<file path="src/rtl/e15_prog_loader_pkg.sv">
// Shared constants, instruction field layout and loader FSM encoding.
package e15_prog_loader_pkg;

  localparam int unsigned DEPTH = 16;
  localparam int unsigned IW    = 12;
  localparam int unsigned AW    = 4;
  localparam int unsigned CW    = 5;

  localparam int unsigned OP_MSB  = 11;
  localparam int unsigned OP_LSB  = 8;
  localparam int unsigned SRC_MSB = 7;
  localparam int unsigned SRC_LSB = 6;
  localparam int unsigned DST_MSB = 5;
  localparam int unsigned DST_LSB = 4;
  localparam int unsigned IMM_MSB = 3;
  localparam int unsigned IMM_LSB = 0;

  typedef struct packed {
    logic [OP_MSB-OP_LSB:0]   opcode;
    logic [SRC_MSB-SRC_LSB:0] src;
    logic [DST_MSB-DST_LSB:0] dst;
    logic [IMM_MSB-IMM_LSB:0] imm;
  } instr_t;

  typedef enum logic [1:0] {
    StIdle = 2'd0,
    StLoad = 2'd1,
    StRun  = 2'd2
  } state_e;

endpackage

</file>
<file path="src/rtl/e15_prog_loader_if.sv">
// Host load channel and processor fetch port of the program loader.
interface e15_prog_loader_if;
  import e15_prog_loader_pkg::*;

  logic          load_start;
  logic [AW-1:0] load_len;
  logic          wr_valid;
  logic          wr_ready;
  logic [IW-1:0] wr_data;
  logic [AW-1:0] pc;
  logic [IW-1:0] instr;
  logic          cpu_run;
  logic          load_done;
  logic [CW-1:0] words_loaded;

  modport master (
    output load_start, load_len, wr_valid, wr_data, pc,
    input  wr_ready, instr, cpu_run, load_done, words_loaded
  );

  modport slave (
    input  load_start, load_len, wr_valid, wr_data, pc,
    output wr_ready, instr, cpu_run, load_done, words_loaded
  );

endinterface

</file>
<file path="src/rtl/e15_imem.sv">
// Instruction store: register array, one synchronous write port, one combinational read port.
module e15_imem
  import e15_prog_loader_pkg::*;
(
  input  logic          clk,
  input  logic          rst_n,
  input  logic          i_we,
  input  logic [AW-1:0] i_waddr,
  input  logic [IW-1:0] i_wdata,
  input  logic [AW-1:0] i_raddr,
  output logic [IW-1:0] o_rdata
);

  instr_t r_mem [DEPTH];

  always_ff @(posedge clk or negedge rst_n) begin
    if (!rst_n) begin
      for (int i = 0; i < int'(DEPTH); i++) begin
        r_mem[i] <= '0;
      end
    end else if (i_we) begin
      r_mem[i_waddr] <= instr_t'(i_wdata);
    end
  end

  assign o_rdata = r_mem[i_raddr];

endmodule

</file>
<file path="src/rtl/e15_prog_loader.sv">
// Program loader: accepts a counted burst of instruction words, then runs the processor from them.
module e15_prog_loader
  import e15_prog_loader_pkg::*;
(
  input  logic               clk,
  input  logic               rst_n,
  e15_prog_loader_if.slave   bus
);

  state_e        r_state;
  state_e        w_state_next;
  logic [CW-1:0] r_target;
  logic [CW-1:0] r_words;
  logic          r_done;
  logic          w_wr_ready;
  logic          w_we;
  logic          w_last;
  logic          w_start;
  logic [CW-1:0] w_words_inc;
  logic [IW-1:0] w_rdata;

  assign w_words_inc = r_words + CW'(1);
  assign w_last      = (w_words_inc == r_target);

  always_comb begin
    w_state_next = r_state;
    w_wr_ready   = 1'b0;
    w_we         = 1'b0;
    w_start      = 1'b0;
    unique case (r_state)
      StIdle: begin
        if (bus.load_start) begin
          w_state_next = StLoad;
          w_start      = 1'b1;
        end
      end
      StLoad: begin
        w_wr_ready = 1'b1;
        if (bus.wr_valid) begin
          w_we = 1'b1;
          if (w_last) w_state_next = StRun;
        end
      end
      StRun: begin
        if (bus.load_start) begin
          w_state_next = StLoad;
          w_start      = 1'b1;
        end
      end
      default: w_state_next = StIdle;
    endcase
  end

  always_ff @(posedge clk or negedge rst_n) begin
    if (!rst_n) begin
      r_state  <= StIdle;
      r_target <= '0;
      r_words  <= '0;
      r_done   <= 1'b0;
    end else begin
      r_state <= w_state_next;
      r_done  <= w_we && w_last;
      if (w_start) begin
        r_target <= {1'b0, bus.load_len} + CW'(1);
        r_words  <= '0;
      end else if (w_we) begin
        r_words <= w_words_inc;
      end
    end
  end

  // Write index never exceeds 15: the final transfer of a 16-word load leaves LOAD.
  e15_imem u_imem (
    .clk     (clk),
    .rst_n   (rst_n),
    .i_we    (w_we),
    .i_waddr (r_words[AW-1:0]),
    .i_wdata (bus.wr_data),
    .i_raddr (bus.pc),
    .o_rdata (w_rdata)
  );

  assign bus.wr_ready     = w_wr_ready;
  assign bus.cpu_run      = (r_state == StRun);
  assign bus.instr        = (r_state == StRun) ? w_rdata : '0;
  assign bus.load_done    = r_done;
  assign bus.words_loaded = r_words;

endmodule

</file>
<file path="src/flat_wrapper.sv">
// flat-port wrapper written by rule: the top's interface ports become plain ports
module e15_prog_loader_flat import e15_prog_loader_pkg::*;
  (clk, rst_n, bus_load_start, bus_load_len, bus_wr_valid, bus_wr_data, bus_pc, bus_wr_ready, bus_instr, bus_cpu_run, bus_load_done, bus_words_loaded);
  e15_prog_loader_if bus_i ();
  input  logic clk;
  input  logic rst_n;
  input wire logic [$bits(bus_i.load_start)-1:0] bus_load_start;
  input wire logic [$bits(bus_i.load_len)-1:0] bus_load_len;
  input wire logic [$bits(bus_i.wr_valid)-1:0] bus_wr_valid;
  input wire logic [$bits(bus_i.wr_data)-1:0] bus_wr_data;
  input wire logic [$bits(bus_i.pc)-1:0] bus_pc;
  output wire logic [$bits(bus_i.wr_ready)-1:0] bus_wr_ready;
  output wire logic [$bits(bus_i.instr)-1:0] bus_instr;
  output wire logic [$bits(bus_i.cpu_run)-1:0] bus_cpu_run;
  output wire logic [$bits(bus_i.load_done)-1:0] bus_load_done;
  output wire logic [$bits(bus_i.words_loaded)-1:0] bus_words_loaded;
  assign bus_i.load_start = bus_load_start;
  assign bus_i.load_len = bus_load_len;
  assign bus_i.wr_valid = bus_wr_valid;
  assign bus_i.wr_data = bus_wr_data;
  assign bus_i.pc = bus_pc;
  assign bus_wr_ready = bus_i.wr_ready;
  assign bus_instr = bus_i.instr;
  assign bus_cpu_run = bus_i.cpu_run;
  assign bus_load_done = bus_i.load_done;
  assign bus_words_loaded = bus_i.words_loaded;
  e15_prog_loader u_core (.clk(clk), .rst_n(rst_n), .bus(bus_i));
endmodule
</file>
<file path="config.mk">
export PLATFORM = sky130hd
export DESIGN_NAME = e15_prog_loader_flat
export DESIGN_NICKNAME = d
export VERILOG_FILES = /design/src/rtl/e15_prog_loader_pkg.sv /design/src/rtl/e15_prog_loader_if.sv /design/src/rtl/e15_imem.sv /design/src/rtl/e15_prog_loader.sv /design/src/flat_wrapper.sv
export SDC_FILE = /design/constraint.sdc
export NUM_CORES = 1
export LEC_CHECK = 0
export CAP_MARGIN = 20
export CORE_UTILIZATION = 50
export CTS_BUF_LIST = sky130_fd_sc_hd__clkbuf_8
export CTS_CLUSTER_DIAMETER = 60
export CTS_CLUSTER_SIZE = 30
export DETAILED_ROUTE_END_ITERATION = 8
export PLACE_DENSITY_LB_ADDON = 0.05
export SYNTH_ARGS = -nofsm -noshare
export SYNTH_HDL_FRONTEND = slang
export SYNTH_SLANG_ARGS = --single-unit
</file>
<file path="constraint.sdc">
create_clock -name clk -period 4.2 [get_ports clk]
set_clock_uncertainty 0.15 [all_clocks]
set_input_delay 0.84 -clock clk [delete_from_list [all_inputs] [get_ports clk]]
set_output_delay 0.84 -clock clk [all_outputs]
set_load 0.05 [all_outputs]
</file>
==> impl_metrics.json <==
{
  "synthFlopType": "dfrtp_1",
  "post_cts_buffers": 0,
  "port-buffer-count": 43,
  "final.fill_count": 1590,
  "area_delta_synth_final_pct": 11.4,
  "cts_tree": "done",
  "ios": 44,
  "crit_arrival_ns": 2.87,
  "rsz0062_at_grt": "false",
  "cts_buffers": 18,
  "drv_slew": 0,
  "clk_pin_slew_worst_paths_ns": 0.11,
  "required_ns": 3.21,
  "yosysWarnings": 0,
  "ant_nets": 0,
  "syn_area_um2": 9890,
  "initialDrtViolationCount": 267,
  "seq_power_share_pct": 48.1,
  "startpoint_type": "register",
  "antenna_found_initial": 0,
  "antenna_cells": 0,
  "grt_pass1_wl_um": 35200,
  "maxCapViolCount": 0,
  "switchingPower_mw": 1.86,
  "synth-edff-count": 0,
  "rows": 51,
  "synth_top_area_share_pct": 51.9,
  "vias_per_cell": 5.81,
  "peakVddDrop_v": 0.000490,
  "drive_gt1_share_pct": 44.5,
  "cts_resized": 0,
  "ys_ff_latch": 205,
  "fin_crit_sh_pct": 92.0,
  "die_area_um2": 20300,
  "cts_buffer_depth": 3,
  "cts-root-buf": "clkbuf_8",
  "crit_fanout": 9,
  "cp-startpoint": "u_core.r_state[0]",
  "synthArstFlopShare_pct": 100,
  "synth.area.top_cells": "dfrtp_1 (52%), mux2_2 (13%), mux2_4 (12%)",
  "syn_inst": 645,
  "r2r-start": "u_core.r_state[1]",
  "period_needed_ns": 3.86,
  "clkPwrFrac_pct": 21.8,
  "die_y_um": 143,
  "grt_pass1_vias": 5851,
  "gp_congestion": 0.785,
  "h-tree-depth": 1,
  "hp-class": "in2async",
  "setup_viol": 0,
  "wl_per_cell_um": 23.8,
  "drt-pass1-iter-count": 4,
  "power_density_nw_per_um2": 561,
  "syn-num-nets": 674,
  "fin_nets": 696,
  "comb_power_share_pct": 30.0,
  "grt_max_degree": 84,
  "fmax_ghz": 0.259,
  "finalWorstSetupSlack_ns": 0.338,
  "start_util_pct": 51.0,
  "postSynthAreaPerCell_um2": 15.3,
  "outcome": "completed",
  "cellLeakagePower_nw": 5.24,
  "switching_share_pct": 30.1,
  "crit_type": "reg2out",
  "grt_util_all_layers_pct": 23.4,
  "hold_viol": 0,
  "ys_seq_area_share_pct": 51.9,
  "route.detailed.drc": 0,
  "yosysTopAreaCell": "dfrtp_1",
  "final_cell_mix": "dfrtp_1 (205), mux2_2 (110), mux2_4 (80)",
  "final_common_cell": "dfrtp_1",
  "post-dp-hpwl_um": 13500,
  "routed_wirelength_um": 22400,
  "hold_buffers": 0,
  "grt-ovfl-total": 0,
  "intPower_mw": 4.32,
  "relSlewSlack_pct": 36.6,
  "core_um2": 19400,
  "synth.distinct_cells": 39,
  "post-place-ws_ns": 0.397,
  "fp.dieW_um": 143,
  "cts.sinks": 205,
  "end_kind": "output pin",
  "clock_latency_ns": 0.53,
  "tns_ns": 0,
  "vias": 5485,
  "worstMarginPinSlew_ns": 0.949
}
cells in the mapped netlist (2+ instances only):
cell and n:
dfrtp_1 205, mux2_2 110, mux2_4 80, mux4_2 41, nand2_1 23, clkbuf_1 19
mux2i_1 17, buf_2 16, o21ai_0 14, nor2b_1 13, buf_6 10, nand2_2 8
nand3_1 8, nor2_1 8, a211oi_1 7, a22oi_1 7, a311oi_1 7, o22ai_1 7
ha_1 5, xnor2_1 5, inv_1 4, mux2_1 4, xor2_1 4, buf_4 3
nand2b_1 3, and3_1 2, buf_1 2, nor3b_4 2
sequential cells by signal, summed over array words and instances, names as in the netlist:
register and flops:
u_core.r_target 5, u_core.r_state 2, u_core.bus.words_loaded 5, u_core.bus.load_done 1
u_core.u_imem.r_mem 192
critical path, cell delays in order (launching register included):
cell,delay [ns]
dfrtp_1,0.44
nor2b_1,0.46
nand2b_1,0.39
nor2_1,0.56
a22oi_1,0.17
nand2_1,0.17
buf_12,0.15
power groups by stage:
stage                     logic, mW  registers [mW]  clock network (mW)
after floorplan                1.46            2.93                   0
after global placement         1.83            2.96                   0
after detailed placement       1.87            3.00                   0
after CTS                      1.88            2.97                1.40
after global routing           2.00            3.05                1.46
final                          1.86            2.98                1.35
metrics by stage:
step                      hold WS (ns)  power, mW  std cells  utilization [%]  instance area (um2)
final                            0.175       6.18        944             56.8                11000
after global routing             0.202       6.51        944             56.8                11000
after detailed placement         0.332       4.87        912             54.5                10600
after CTS                        0.194       6.25        944             56.8                11000
after floorplan                  0.309       4.39        645                -                 9890
after global placement           0.319       4.78        912             54.5                10600
per-layer routing:
metal	up-vias	wire length, um	track usage [%]
li1	2420	-	-
met1	2927	10200	33.2
met3	35	1020	2.88
met4	0	459	6.06
met2	103	10700	38.1
met5	-	0	0
final timing paths:
check	endpoint	slack (ns)	cells after the start
worst max-delay path	bus_instr[0]	0.34	6
worst min-delay path	u_core.u_imem.r_mem[73]	0.18	1
worst max register to register	u_core.u_imem.r_mem[171]	1.79	6
worst min register to register	u_core.u_imem.r_mem[147]	0.35	1
max in group asynchronous	u_core.u_imem.r_mem[88]	2.74	2
min in group clk	u_core.u_imem.r_mem[147]	0.35	1
cell type report:
class / count / area [um2] / share of cell area [%]
clock buffers: 20 / 275 / 2.50
flip-flops and latches: 205 / 5130 / 46.6
multi-input cells: 385 / 4450 / 40.4
well taps: 265 / 332 / 3.01
clock inverters: 12 / 159 / 1.44
inverters: 5 / 20.0 / 0.182
repair buffers: 52 / 652 / 5.92
kinds of logic (layout without fill, tap and decap cells):
logic type                 count (synthesis)  count (layout)  share of synthesized area, %
and+or+nand+nor                           72              72                          4.10
adders and majority gates                  5               5                         0.633
xor gates and xnor gates                   9               9                         0.797
muxes                                    252             252                          36.2
AOI/OAI and AO/OA                         47              47                          3.24
DFF                                      205             205                          51.9
buffers and inverters                     55              89                          3.18
No activity file was read; power rests on OpenSTA's default activity.
==> RTL change 1 (same settings) <==
The 3 states of `state_e` get a one-hot encoding in 3 bits.
--- a/src/rtl/e15_prog_loader_pkg.sv
+++ b/src/rtl/e15_prog_loader_pkg.sv
@@ -24,6 +24,6 @@
 
-  typedef enum logic [1:0] {
-    StIdle = 2'd0,
-    StLoad = 2'd1,
-    StRun  = 2'd2
+  typedef enum logic [2:0] {
+    StIdle = 3'b001,
+    StLoad = 3'b010,
+    StRun  = 3'b100
   } state_e;
Check against the original RTL: no difference found for any inputs over 4 cycles, from zero or initial values and one cycle with rst_n low; so few cycles prove little.
==> RTL change 1 against the original RTL <==
- routed wire length down 1.6%
- first-iteration DRC count decreased by 10%
- global-route usage barely moved
- sequential cell count up 1
- synthesized area is 2.1% lower
- register-to-register slack worse by 0.09 ns
- final area down 3.9%
- setup slack gained 0.27 ns
- highest routed layer unchanged
Power is not compared: it rests on default switching activity, and its combinational part moved more than twofold at a synthesized area within 25%.
==> RTL change 1: results (changes against the original RTL) <==
.. list-table::
   :header-rows: 1

   * - Metric
     - Value
   * - Non-clock inverter count in the final layout
     - 6 (+1)
   * - Peak fanout along the critical path
     - 16 (+7)
   * - Pre-CTS worst setup slack
     - 0.605 ns (+0.208 ns)
   * - Proportion of synthesized chip area in sequential cells
     - 0.532 (+0.0138)
   * - Synth-to-layout area growth
     - 9.36%
   * - Gp weighted congestion
     - 0.730 (-7.0%)
   * - DR WL met3
     - 689 um (-32%)
   * - First-pass GRT wire length
     - 34.6 mm (-1.8%)
   * - Dominant delay contributor by cell family on the critical path
     - multiplexers
   * - Max-slew headroom at the worst pin
     - 0.354 (-0.0120)
   * - Crit path arrival time
     - 2.60 ns (-0.27 ns)
   * - Multi-input gate area
     - 4190 um^2 (-5.9%)
   * - Placed cell count
     - 888 (-2.6%)
   * - Count of filler cells inserted in the layout
     - 1501 (-5.6%)
   * - GRT Total Usage
     - 0.233 (about the same)
   * - Critical path's largest stage delay
     - 0.54 ns (-0.02 ns)
   * - Initial DRC count
     - 240 (-10%)
   * - Met3 Usage GRT
     - 0.0248 (-0.00404)
   * - Via count of the first global-routing pass
     - 5827 (-0.41%)
   * - #MultiIn Comb
     - 362 (-6.0%)
   * - Global Route met2 Usage
     - 0.396 (+0.0155)
   * - Total design power
     - roughly 4.2 mW
   * - Result of the run
     - finished clean
   * - Dominant cells by area after synthesis
     - sky130_fd_sc_hd__dfrtp_1, sky130_fd_sc_hd__mux2_2, sky130_fd_sc_hd__mux4_2
   * - Post-Syn Instances
     - 624 (-3.3%)
   * - Post-layout net count
     - 677 (-2.7%)
   * - Number of vias after detailed routing
     - 5396 (-1.6%)
   * - Met1 demand-to-capacity share in global routing
     - 0.327 (-0.00548)
   * - Detail Route met2 WL
     - 11.0 mm (+2.8%)
   * - Share of post-route cells with drive strength above 1
     - 0.467 (+0.0226)
   * - Most frequent cells after synthesis
     - sky130_fd_sc_hd__dfrtp_1, sky130_fd_sc_hd__mux2_2, sky130_fd_sc_hd__mux4_2, sky130_fd_sc_hd__mux2i_1, sky130_fd_sc_hd__nand2_1
   * - Distinct cell type count after synthesis
     - 42 (+7.7%)
RTL change 1: cell types whose count changed after synthesis, moves of 5 or more:
cell	change
sky130_fd_sc_hd__mux2i_1	+8
sky130_fd_sc_hd__mux4_2	+6
sky130_fd_sc_hd__a211oi_1	-7
sky130_fd_sc_hd__nand3_1	-5
sky130_fd_sc_hd__mux2_4	-74
sky130_fd_sc_hd__o21ai_0	-8
sky130_fd_sc_hd__a22oi_1	-7
sky130_fd_sc_hd__nand2_2	-8
sky130_fd_sc_hd__nor2b_1	-11
sky130_fd_sc_hd__a311oi_1	-7
sky130_fd_sc_hd__mux2_2	+78
sky130_fd_sc_hd__clkbuf_1	-5
sky130_fd_sc_hd__o22ai_1	+5
RTL change 1: logic make-up (layout without fill, tap and decap cells):
group           after synthesis  after routing  synth area share
compound gates               29             29            0.0187
simple gates                 51             51            0.0340
mux                         266            266             0.363
buf+inv                      56             91            0.0353
xor+xnor                     11             11           0.00995
fa+ha+maj                     5              5           0.00646
flops                       206            206             0.532
RTL change 1: final timing paths:
kind | from | endpoint | slack, ns | cells after the start
min | rst_n | u_core.u_imem.r_mem[97] | 0.20 | 1
max in group asynchronous | rst_n | u_core.u_imem.r_mem[186] | 2.74 | 2
min reg2reg | u_core.u_imem.r_mem[107] | u_core.u_imem.r_mem[107] | 0.36 | 1
max | bus_pc[0] | bus_instr[8] | 0.61 | 6
max reg2reg | u_core.r_state[0] | u_core.u_imem.r_mem[19] | 1.70 | 4
min in group clk | u_core.u_imem.r_mem[107] | u_core.u_imem.r_mem[107] | 0.36 | 1
==> RTL change 2 (same flow settings) <==
Made on the original files. Reset style: synchronous (`rst_n`), changed in 2 clocked blocks.
--- a/src/rtl/e15_imem.sv
+++ b/src/rtl/e15_imem.sv
@@ -15,3 +15,3 @@
 
-  always_ff @(posedge clk or negedge rst_n) begin
+  always_ff @(posedge clk) begin
     if (!rst_n) begin
--- a/src/rtl/e15_prog_loader.sv
+++ b/src/rtl/e15_prog_loader.sv
@@ -53,3 +53,3 @@
 
-  always_ff @(posedge clk or negedge rst_n) begin
+  always_ff @(posedge clk) begin
     if (!rst_n) begin
Behaviour: differs if rst_n is asserted again (counterexample within 4 cycles, from zero or initial values and one cycle with rst_n low); with rst_n held inactive, the same outputs for 4 cycles.
==> RTL change 2 against the original RTL <==
- routed wire length up 2.8%
- sequential cell count unchanged
- setup slack better by 0.012 ns
- sequential share of layout area up 9.5 points
- via count up 2.8%
- final area down 2.5%
- critical path depth unchanged
- synthesized area down 2.4%
- die area down 2.4%
- final cell count up 4.8%
- critical path type is now in2out
- critical endpoint is now bus_instr[11]
Power is not compared: it rests on default switching activity, and its combinational part moved more than twofold at a synthesized area within 25%.
==> RTL change 2: results (changes against the original RTL) <==
.. list-table::
   :header-rows: 1

   * - Metric
     - Value
   * - Result of the run
     - finished clean
   * - Cell area after placement
     - 10400 um^2 (-1.5%)
   * - Proportion of synthesized area in mux cells
     - 0.103 (-0.259)
   * - Share of post-route cells with drive strength above 1
     - 0.156 (-0.288)
   * - Number of enable-type register cells in the synthesized netlist
     - 192 (+192)
   * - Post-synthesis async set-or-reset flop share
     - 0 (-1.00)
   * - Worst min path class
     - reg2reg
   * - Final Hold Slack
     - 0.337 ns (+0.161 ns)
   * - Number of buffers added by the clock tree synthesis step
     - 16 (-2)
   * - Dominant delay contributor by cell family on the critical path
     - compound AO/OA/AOI/OAI gates
   * - Peak fanout along the critical path
     - 8 (-1)
   * - Via count of the first global-routing pass
     - 5661 (-3.2%)
   * - Number of vias after detailed routing
     - 5640 (+2.8%)
   * - Clock transition at the registers of the reported paths
     - 0.09 ns (-0.02 ns)
   * - Final worst-path cycle share
     - 0.917 (-0.00276)
   * - Post-layout net count
     - 750 (+7.8%)
   * - Initial DRT Pass Iterations
     - 5 (+1)
   * - Synthesized net count
     - 708 (+5.0%)
   * - Maximum number of pins on one net before global-route repair
     - 27 (-68%)
   * - CP max stage cell
     - sky130_fd_sc_hd__clkdlybuf4s50_1
   * - Max-slew headroom at the worst pin
     - 0.362 (-0.00384)
   * - FF-to-FF Start
     - u_core.bus.words_loaded[2]
   * - Proportion of synthesized chip area in sequential cells
     - 0.624 (+0.106)
   * - Aggregate routed wire length
     - 23.1 mm (+2.8%)
   * - Gp weighted congestion
     - 0.851 (+8.4%)
   * - Crit Reg-Reg Endpoint
     - u_core.u_imem.r_mem[15][6]
   * - Crit path arrival time
     - 2.86 ns (about the same)
   * - Distinct cell type count after synthesis
     - 42 (+7.7%)
   * - Share of the synthesized area in compound gates (AO/OA/AOI/OAI)
     - 0.0473 (+0.0149)
   * - Critical path's largest stage delay
     - 0.58 ns (+0.02 ns)
   * - Post-synthesis share of cell area spent on full adders, half adders and majority gates
     - 0.00648 (+0.000157)
   * - Mean area per synthesized cell
     - 14.2 um^2 (-7.3%)
[RTL change 2: routing by layer]
| metal | share of wire | vias to the layer above | GRT usage |
|---|---|---|---|
| met5 | 0 | - | 0 |
| met4 | 0.020 | 0 | 0.0543 |
| met3 | 0.056 | 39 | 0.0353 |
| met2 | 0.47 | 189 | 0.392 |
| met1 | 0.45 | 2849 | 0.354 |
| li1 | - | 2563 | - |
[RTL change 2: worst min-delay path, stage by stage (launching register included)]
cell and delay (ns):
sky130_fd_sc_hd__dfxtp_1 0.33, sky130_fd_sc_hd__nand2_1 0.05, sky130_fd_sc_hd__a21boi_0 0.06
[RTL change 2: power by group]
group	leakage, nW	internal [mW]	switching, mW
clock	0.159	0.458	0.678
sequential	2.09	2.29	0.0247
combinational	1.63	0.121	0.185
[RTL change 2: layout make-up]
cell class              instances  area [um^2]
well taps                     260          325
flip-flops and latches        205         6030
fillers                      1519         8090
inverters                      11         41.3
repair buffers                 76          703
clock inverters                 9         88.8
clock buffers                  17          234
multi-input cells             411         3320
